[src/rtl/bf16_addsub_sched.sv]
`default_nettype none
// ============================================================================
// Module      : bf16_addsub / bf16_addsub_sched
// Description : Two-requester scheduler time-sharing one combinational BF16
//               add/subtract datapath. Operands are registered on handshake,
//               the datapath result is captured one cycle later and returned
//               on a single result channel tagged with the requester ID.
// Ports (bf16_addsub_sched):
//   clk, rst_n                   clock, async active-low reset
//   reqN_valid/ready             requester N handshake (N = 0,1)
//   reqN_a, reqN_b, reqN_op      requester N operands, op 0=ADD 1=SUB (a-b)
//   res_valid/res_ready          result handshake
//   res_data, res_id             BF16 result and issuing requester
//   busy                         high whenever the FSM is not idle
// Revision    : 1.0 - initial release
// ============================================================================

// Combinational BF16 add/sub: round-to-nearest-even, subnormals flushed to
// zero, NaN results are the canonical quiet NaN.
module bf16_addsub (
  input  logic [15:0] a_i,
  input  logic [15:0] b_i,
  input  logic        op_i,
  output logic [15:0] res_o
);
  localparam logic [15:0] C_QNAN = 16'h7FC0;

  logic        w_sa, w_sb, w_sx, w_sy, w_swap, w_eff_sub;
  logic        w_a_nan, w_b_nan, w_a_inf, w_b_inf, w_rnd;
  logic [7:0]  w_ea, w_eb, w_ex, w_ey, w_d;
  logic [7:0]  w_ma, w_mb, w_mx, w_my;
  logic [33:0] w_yfull;
  logic [18:0] w_xa, w_ya, w_sum;
  logic [17:0] w_norm;
  logic [4:0]  w_lz;
  logic [9:0]  w_exp, w_exp_r;
  logic [8:0]  w_mr;
  logic [6:0]  w_frac;

  always_comb begin
    w_sa    = a_i[15];
    w_sb    = b_i[15] ^ op_i;   // subtraction is addition of negated b
    w_ea    = a_i[14:7];
    w_eb    = b_i[14:7];
    w_ma    = (w_ea == 8'd0) ? 8'd0 : {1'b1, a_i[6:0]};
    w_mb    = (w_eb == 8'd0) ? 8'd0 : {1'b1, b_i[6:0]};
    w_a_nan = (w_ea == 8'hFF) && (a_i[6:0] != 7'd0);
    w_b_nan = (w_eb == 8'hFF) && (b_i[6:0] != 7'd0);
    w_a_inf = (w_ea == 8'hFF) && (a_i[6:0] == 7'd0);
    w_b_inf = (w_eb == 8'hFF) && (b_i[6:0] == 7'd0);

    // Order by magnitude so the difference is never negative.
    w_swap    = b_i[14:0] > a_i[14:0];
    w_sx      = w_swap ? w_sb : w_sa;
    w_sy      = w_swap ? w_sa : w_sb;
    w_ex      = w_swap ? w_eb : w_ea;
    w_ey      = w_swap ? w_ea : w_eb;
    w_mx      = w_swap ? w_mb : w_ma;
    w_my      = w_swap ? w_ma : w_mb;
    w_d       = w_ex - w_ey;
    w_eff_sub = w_sx ^ w_sy;

    // Hidden bit at [17], 10 guard bits below; shifted-out bits are jammed
    // into the LSB as a sticky bit.
    w_xa    = {1'b0, w_mx, 10'd0};
    w_yfull = {w_my, 26'd0} >> w_d;
    w_ya    = {1'b0, w_yfull[33:17], w_yfull[16] | (|w_yfull[15:0])};
    w_sum   = w_eff_sub ? (w_xa - w_ya) : (w_xa + w_ya);

    w_lz = 5'd0;
    for (int i = 0; i < 18; i++) begin
      if (w_sum[i]) w_lz = 5'(17 - i);
    end

    if (w_sum[18]) begin
      w_norm = {w_sum[18:2], w_sum[1] | w_sum[0]};
      w_exp  = {2'b00, w_ex} + 10'd1;
    end else begin
      w_norm = w_sum[17:0] << w_lz;
      w_exp  = {2'b00, w_ex} - {5'd0, w_lz};
    end

    w_rnd   = w_norm[9] & ((|w_norm[8:0]) | w_norm[10]);
    w_mr    = {1'b0, w_norm[17:10]} + {8'd0, w_rnd};
    // Rounding carry out of the mantissa bumps the exponent.
    w_exp_r = w_mr[8] ? (w_exp + 10'd1) : w_exp;
    w_frac  = w_mr[8] ? w_mr[7:1] : w_mr[6:0];

    if (w_a_nan || w_b_nan)                    res_o = C_QNAN;
    else if (w_a_inf && w_b_inf && (w_sa != w_sb)) res_o = C_QNAN;
    else if (w_a_inf)                          res_o = {w_sa, 8'hFF, 7'd0};
    else if (w_b_inf)                          res_o = {w_sb, 8'hFF, 7'd0};
    else if (w_sum == 19'd0)                   res_o = {w_sa & w_sb, 15'd0};
    else if (w_exp_r[9] || (w_exp_r == 10'd0)) res_o = {w_sx, 15'd0};
    else if (w_exp_r >= 10'd255)               res_o = {w_sx, 8'hFF, 7'd0};
    else                                       res_o = {w_sx, w_exp_r[7:0], w_frac};
  end
endmodule

module bf16_addsub_sched #(
  parameter bit RR_ENABLE = 1'b1
) (
  input  logic        clk,
  input  logic        rst_n,
  input  logic        req0_valid,
  output logic        req0_ready,
  input  logic [15:0] req0_a,
  input  logic [15:0] req0_b,
  input  logic        req0_op,
  input  logic        req1_valid,
  output logic        req1_ready,
  input  logic [15:0] req1_a,
  input  logic [15:0] req1_b,
  input  logic        req1_op,
  output logic        res_valid,
  input  logic        res_ready,
  output logic [15:0] res_data,
  output logic        res_id,
  output logic        busy
);
  typedef enum logic [1:0] {
    S_IDLE = 2'd0,
    S_CALC = 2'd1,
    S_DONE = 2'd2
  } state_t;

  state_t      state_q, state_d;
  logic [15:0] a_q, a_d, b_q, b_d, res_data_q, res_data_d;
  logic        op_q, op_d, id_q, id_d, last_grant_q, last_grant_d;
  logic        res_valid_q, res_valid_d, res_id_q, res_id_d;
  logic        grant_id, accept;
  logic [15:0] sum;

  bf16_addsub u_addsub (
    .a_i  (a_q),
    .b_i  (b_q),
    .op_i (op_q),
    .res_o(sum)
  );

  // Contention: round-robin against last_grant, or fixed req0 priority.
  // Otherwise whichever single requester is valid (0 when none).
  always_comb begin
    if (req0_valid && req1_valid) grant_id = RR_ENABLE ? ~last_grant_q : 1'b0;
    else                          grant_id = req1_valid;
  end

  // Gated by rst_n so no handshake is offered while reset is held.
  assign req0_ready = rst_n && (state_q == S_IDLE) && req0_valid && !grant_id;
  assign req1_ready = rst_n && (state_q == S_IDLE) && req1_valid &&  grant_id;
  assign accept     = req0_ready || req1_ready;

  always_comb begin
    state_d      = state_q;
    a_d          = a_q;
    b_d          = b_q;
    op_d         = op_q;
    id_d         = id_q;
    last_grant_d = last_grant_q;
    res_valid_d  = res_valid_q;
    res_data_d   = res_data_q;
    res_id_d     = res_id_q;
    case (state_q)
      S_IDLE: begin
        if (accept) begin
          a_d          = grant_id ? req1_a  : req0_a;
          b_d          = grant_id ? req1_b  : req0_b;
          op_d         = grant_id ? req1_op : req0_op;
          id_d         = grant_id;
          last_grant_d = grant_id;
          state_d      = S_CALC;
        end
      end
      S_CALC: begin
        res_data_d  = sum;
        res_id_d    = id_q;
        res_valid_d = 1'b1;
        state_d     = S_DONE;
      end
      S_DONE: begin
        if (res_ready) begin
          res_valid_d = 1'b0;
          state_d     = S_IDLE;
        end
      end
      default: state_d = S_IDLE;
    endcase
  end

  always_ff @(posedge clk or negedge rst_n) begin
    if (!rst_n) begin
      state_q      <= S_IDLE;
      a_q          <= 16'd0;
      b_q          <= 16'd0;
      op_q         <= 1'b0;
      id_q         <= 1'b0;
      last_grant_q <= 1'b1;
      res_valid_q  <= 1'b0;
      res_data_q   <= 16'd0;
      res_id_q     <= 1'b0;
    end else begin
      state_q      <= state_d;
      a_q          <= a_d;
      b_q          <= b_d;
      op_q         <= op_d;
      id_q         <= id_d;
      last_grant_q <= last_grant_d;
      res_valid_q  <= res_valid_d;
      res_data_q   <= res_data_d;
      res_id_q     <= res_id_d;
    end
  end

  assign res_valid = res_valid_q;
  assign res_data  = res_data_q;
  assign res_id    = res_id_q;
  assign busy      = (state_q != S_IDLE);
endmodule
`default_nettype wire

[config.mk]
export PLATFORM = sky130hd
export DESIGN_NAME = bf16_addsub_sched
export DESIGN_NICKNAME = d
export VERILOG_FILES = /design/src/rtl/bf16_addsub_sched.sv
export SDC_FILE = /design/constraint.sdc
export NUM_CORES = 1
export LEC_CHECK = 0
export ABC_AREA = 1
export BUFFER_PORTS_ARGS = -buffer_cell sky130_fd_sc_hd__buf_2
export CORE_MARGIN = 2
export CORE_UTILIZATION = 61
export CTS_CLUSTER_DIAMETER = 80
export CTS_CLUSTER_SIZE = 28
export DETAILED_ROUTE_END_ITERATION = 12
export GPL_TIMING_DRIVEN = 0
export PLACE_DENSITY_LB_ADDON = 0.05
export RECOVER_POWER = 100
export SLEW_MARGIN = 20
export SYNTH_ARGS = -nofsm -noshare
export SYNTH_HDL_FRONTEND = slang
export SYNTH_SLANG_ARGS = --single-unit
[constraint.sdc]
create_clock -name clk -period 10.08 [get_ports clk]
set_input_delay 3.024 -clock clk [delete_from_list [all_inputs] [get_ports clk]]
set_output_delay 3.024 -clock clk [all_outputs]
set_load 0.01 [all_outputs]
==> results of run 1 <==
==> stage by stage <==
stage,hold slack [ns],util,cells,cell area [um^2],setup slack [ns]
2_1_floorplan,0.444,-,1313,7890,2.16
3_3_place_gp,0.454,0.678,1576,8560,0.906
3_5_place_dp,0.461,0.678,1576,8560,0.743
4_1_cts,0.471,0.690,1584,8710,0.721
5_1_grt,0.485,0.690,1584,8710,0.0255
6_report,0.471,0.690,1584,8710,0.926
==> routing by layer <==
metal | share of wire | wire length, um | up-vias
met5 | 0 | 0 | -
met4 | 0.018 | 382 | 0
met3 | 0.054 | 1180 | 34
met2 | 0.46 | 10000 | 282
met1 | 0.47 | 10200 | 3985
li1 | - | - | 4518
==> placed cells by master (no fill, tap or decap), types with 29 or more instances in the layout <==
cell        n
clkbuf_1   39
nand3_1   165
nor2_1    123
dfrtp_1    54
nand4_1    29
o21ai_0    38
ha_1       42
buf_2      78
a21oi_1    36
a31oi_1    35
nand2_1   399
inv_1     134
==> final cells by class <==
type | count | area [um^2] | share of cell area
plain buffers | 44 | 264 | 0.0303
clock buffers | 5 | 125 | 0.0144
clock inverters | 3 | 20.0 | 0.00230
inverters | 158 | 598 | 0.0687
multi-input cells | 1056 | 5680 | 0.652
flip-flops and latches | 55 | 1380 | 0.158
well taps | 172 | 215 | 0.0247
repair buffers | 91 | 428 | 0.0491
==> cell families after synthesis <==
| logic type | Yosys count | synth area share |
|---|---|---|
| simple gates | 819 | 0.480 |
| buf+inv | 202 | 0.109 |
| compound gates | 161 | 0.127 |
| flops | 55 | 0.175 |
| fa+ha+maj | 44 | 0.0717 |
| xor+xnor | 31 | 0.0363 |
| mux | 1 | 0.00127 |
==> sequential cells by signal, summed over array words and instances, names as in the netlist <==
register,flops
a_q,16
b_q,16
res_data,16
state_q,2
id_q,1
last_grant_q,1
op_q,1
res_id,1
res_valid,1
==> critical path: cells and delay by family, from the launching register on <==
| kind | cells | cell delay [ns] |
|---|---|---|
| buf+inv | 11 | 1.17 |
| fa+ha+maj | 4 | 1.36 |
| compound gates | 10 | 1.85 |
| xor+xnor | 1 | 0.23 |
| simple gates | 31 | 4.05 |
| flops | 1 | 0.39 |
==> path summary, 6_finish.rpt <==
path,from,to,slack [ns],cells past startpoint
max,a_q[13],res_data[5],0.93,57
min,last_grant_q,last_grant_q,0.47,2
max reg2reg,a_q[13],res_data[5],0.93,57
min in group asynchronous,rst_n,res_data[1],3.71,1
min reg2reg,last_grant_q,last_grant_q,0.47,2
max in group asynchronous,rst_n,b_q[2],4.66,1
==> flow_metrics.tcl, run 1 <==
set metrics [dict create \
    outcome "finished, violations left" \
    violations "max-capacitance violations, max-slew violations" \
    clkTransAtPathRegs_ns 0.07 \
    synth-edff-count 0 \
    numCtsBuffers 5 \
    yosys-top-cells-count "nand2_1, nand3_1, inv_1" \
    num_antenna_cells 0 \
    fp-row-count 41 \
    dpl.hpwl_um 17700 \
    yosys.cell_types.count 61 \
    cap_violations 1 \
    required_ns 10.30 \
    grt_max_degree 58 \
    postCtsSetupBuffers 0 \
    cp_max_fo 10 \
    grt_pass1_wl_um 37100 \
    wl_per_cell_um 13.7 \
    hold_path_class "reg2reg" \
    fin_nets 1526 \
    yosys.area.top_type "nand2_1" \
    grt_pass1_vias 8039 \
    io_pins 92 \
    synthTopCellsByArea "nand2_1, dfrtp_1, nand3_1, ha_1, inv_1" \
    use_met1 0.447 \
    synth_top_area_frac 0.190 \
    avgViaCountPerCell 5.57 \
    cts_num_sinks 55 \
    numPortBuffers 91 \
    skew_ns 0.00773 \
    critPathSlowestCell "ha_1" \
    final.fill_count 1208 \
    cts-root-buf "clkbuf_16" \
    max_freq_mhz 109 \
    synth_fp_nets 1428 \
    worstMarginPinSlew_ns 3.02 \
    dieArea_mm2 0.0139 \
    met2_usage 0.520 \
    cts_buffer_depth 2 \
    drtPass1Iterations 6 \
    hold_violations 0 \
    gp_congestion 0.951 \
    drt_iter0_markers 829 \
    setup_tns_ns 0 \
    initial_core_util 0.625 \
    cts_resized 0 \
    syn-cell-area_mm2 0.00789 \
    area_growth_pct 10.4 \
    crit_path_end_kind "register" \
    slew_headroom -1.01 \
    antenna_found_initial 0 \
    period_minus_slack_ns 9.15 \
    ys_dominant_reg_cell "dfrtp_1" \
    seq_area_frac_synth 0.175 \
    setup_violations 0 \
    grt_usage 0.315 \
    core_mm2 0.0126 \
    clk_latency_ns 0.30 \
    drv_slew 58 \
    netlist_instances 1313 \
    synth_async_sr_flop_share 1.00 \
    fp.dieW_um 118 \
    yosysMostFrequentCell "nand2_1" \
    dieHeight_um 118 \
    cts-hold-fix-buffers 0 \
    overflow 0 \
    critPathMaxStageDelay_ns 0.42 \
    yosys_warnings 0 \
    groute.layer.met3.usage 0.0252 \
    syn_area_per_cell_um2 6.01 \
    cts_tree "done" \
    rsz0062_at_grt "false" \
    ant_nets 0 \
    vias 8819 \
    drive_above_1_share 0.150 \
    synth-seq-cells 55 \
    routed_wl_um 21800 \
    htree_num_levels 2 \
    path_class "reg2reg" \
    cp_data_arrival_time_ns 9.37 \
    cp-start-kind "register" \
    finalCritPeriodShare 0.908 \
    drc 0 \
    grt_busiest_layer "met2" \
]
Power of run 1 is not shown: default switching activity piles up to over one toggle a cycle in this logic, so the estimate is an artifact.
==> run 2: changes to the inputs <==
- CORE_MARGIN: 2 -> not set
- CORE_UTILIZATION: 61 -> 23
==> flow_metrics.tcl, run 2 (synthesized netlist as in run 1, its figures left out) <==
set metrics [dict create \
    mostFrequentLayoutCell "nand2_1" \
    slew_headroom -1.08 \
    period_minus_slack_ns 9.19 \
    grt_pass1_vias 8723 \
    antenna_found_initial 0 \
    cp_max_fo 10 \
    clkTransAtPathRegs_ns 0.07 \
    initial_core_util 0.235 \
    numPortBuffers 91 \
    cp_data_arrival_time_ns 9.38 \
    layout_common_cells "nand2_1, nand3_1, inv_1" \
    wl_per_cell_um 15.1 \
    cp-start-kind "register" \
    hold_path_class "reg2reg" \
    routed_wl_um 28100 \
    drtPass1Iterations 5 \
    gp_congestion 0.834 \
    hold_violations 0 \
    clk_latency_ns 0.30 \
    worstMarginPinSlew_ns 3.13 \
    vias 8495 \
    core_mm2 0.0336 \
    grt_max_degree 58 \
    grt_pass1_wl_um 46100 \
    violations "max-capacitance violations, max-slew violations" \
    drt_iter0_markers 308 \
    path_class "reg2reg" \
    required_ns 10.28 \
    cts_tree "done" \
    setup_tns_ns 0 \
    drv_slew 58 \
    dieArea_mm2 0.0350 \
    fin_nets 1531 \
    drive_above_1_share 0.154 \
    cts_buffer_depth 2 \
    io_pins 92 \
    numCtsBuffers 5 \
    fp-row-count 67 \
    htree_num_levels 2 \
    finalCritPeriodShare 0.912 \
    outcome "finished, violations left" \
    overflow 0 \
    num_antenna_cells 0 \
    crit_top_cell "nor2_1" \
    dp.cells 1852 \
    rsz0062_at_grt "false" \
    ant_nets 0 \
    skew_ns 0.00445 \
    layoutNonFillerInstCount 1865 \
    critPathMaxStageDelay_ns 0.43 \
    path_delay_family "simple AND/OR/NAND/NOR gates" \
    cts-root-buf "clkbuf_16" \
    critPathSlowestCell "ha_1" \
    area_growth_pct 15.3 \
    dpl.hpwl_um 24000 \
    dieHeight_um 187 \
    avgViaCountPerCell 4.55 \
    max_freq_mhz 109 \
    path_buf_inv 10 \
    drc 0 \
    crit_path_end_kind "register" \
    cap_violations 1 \
    cts_num_sinks 55 \
    setup_violations 0 \
    grt_usage 0.163 \
    fp.dieW_um 187 \
]
-- run 2: changes by cell type in the layout (fill, tap and decap cells not counted), sizes merged --
| cell | change |
|---|---|
| clkbuf | +1 |
| buf | +4 |
-- run 2: worst min-delay path, delay by kind of cell (launching register included) --
| family | cells | cell delay (ns) |
|---|---|---|
| flops | 1 | 0.37 |
| simple gates | 2 | 0.10 |
-- run 2: timing repair --
item,4_1_cts,5_1_grt
gates resized for setup,0,13
hold endpoints to repair,0,0
buffers inserted,0,5
endpoints found under the setup margin,0,15
hold buffers,0,0
-- run 2: final cells by class --
| type | count | area, um^2 |
|---|---|---|
| tap | 448 | 561 |
| clock inverter | 3 | 20.0 |
| buffer | 44 | 268 |
| multi-input combinational | 1056 | 5680 |
| timing repair buffer | 96 | 465 |
| fill | 3907 | 24500 |
| sequential | 55 | 1380 |
| inverter | 158 | 598 |
| clock buffer | 5 | 125 |
-- run 2: per-layer routing --
layer / routed length [um] / global-route usage
met5: 0 / 0
met4: 509 / 0.0441
met3: 631 / 0.0113
met2: 12400 / 0.268
met1: 14600 / 0.229
-- run 2: final timing paths --
path	slack [ns]	start	end	depth (start not counted)
max in group asynchronous	4.57	rst_n	a_q[6]	1
min	0.47	last_grant_q	last_grant_q	2
max reg2reg	0.89	a_q[13]	res_data[13]	57
max	0.89	a_q[13]	res_data[13]	57
min in group asynchronous	3.74	rst_n	res_data[11]	1
min reg2reg	0.47	last_grant_q	last_grant_q	2
-- run 2: metrics by stage --
stage	util	worst slack (ns)	cell area, um^2	hold slack [ns]
3_5_place_dp	0.265	0.227	8910	0.460
6_report	0.271	0.892	9100	0.466
5_1_grt	0.271	0.0282	9100	0.488
4_1_cts	0.269	0.182	9050	0.472
2_1_floorplan	-	2.16	7890	0.444
3_3_place_gp	0.265	0.105	8900	0.463
Power of run 2 is left out for the same reason.
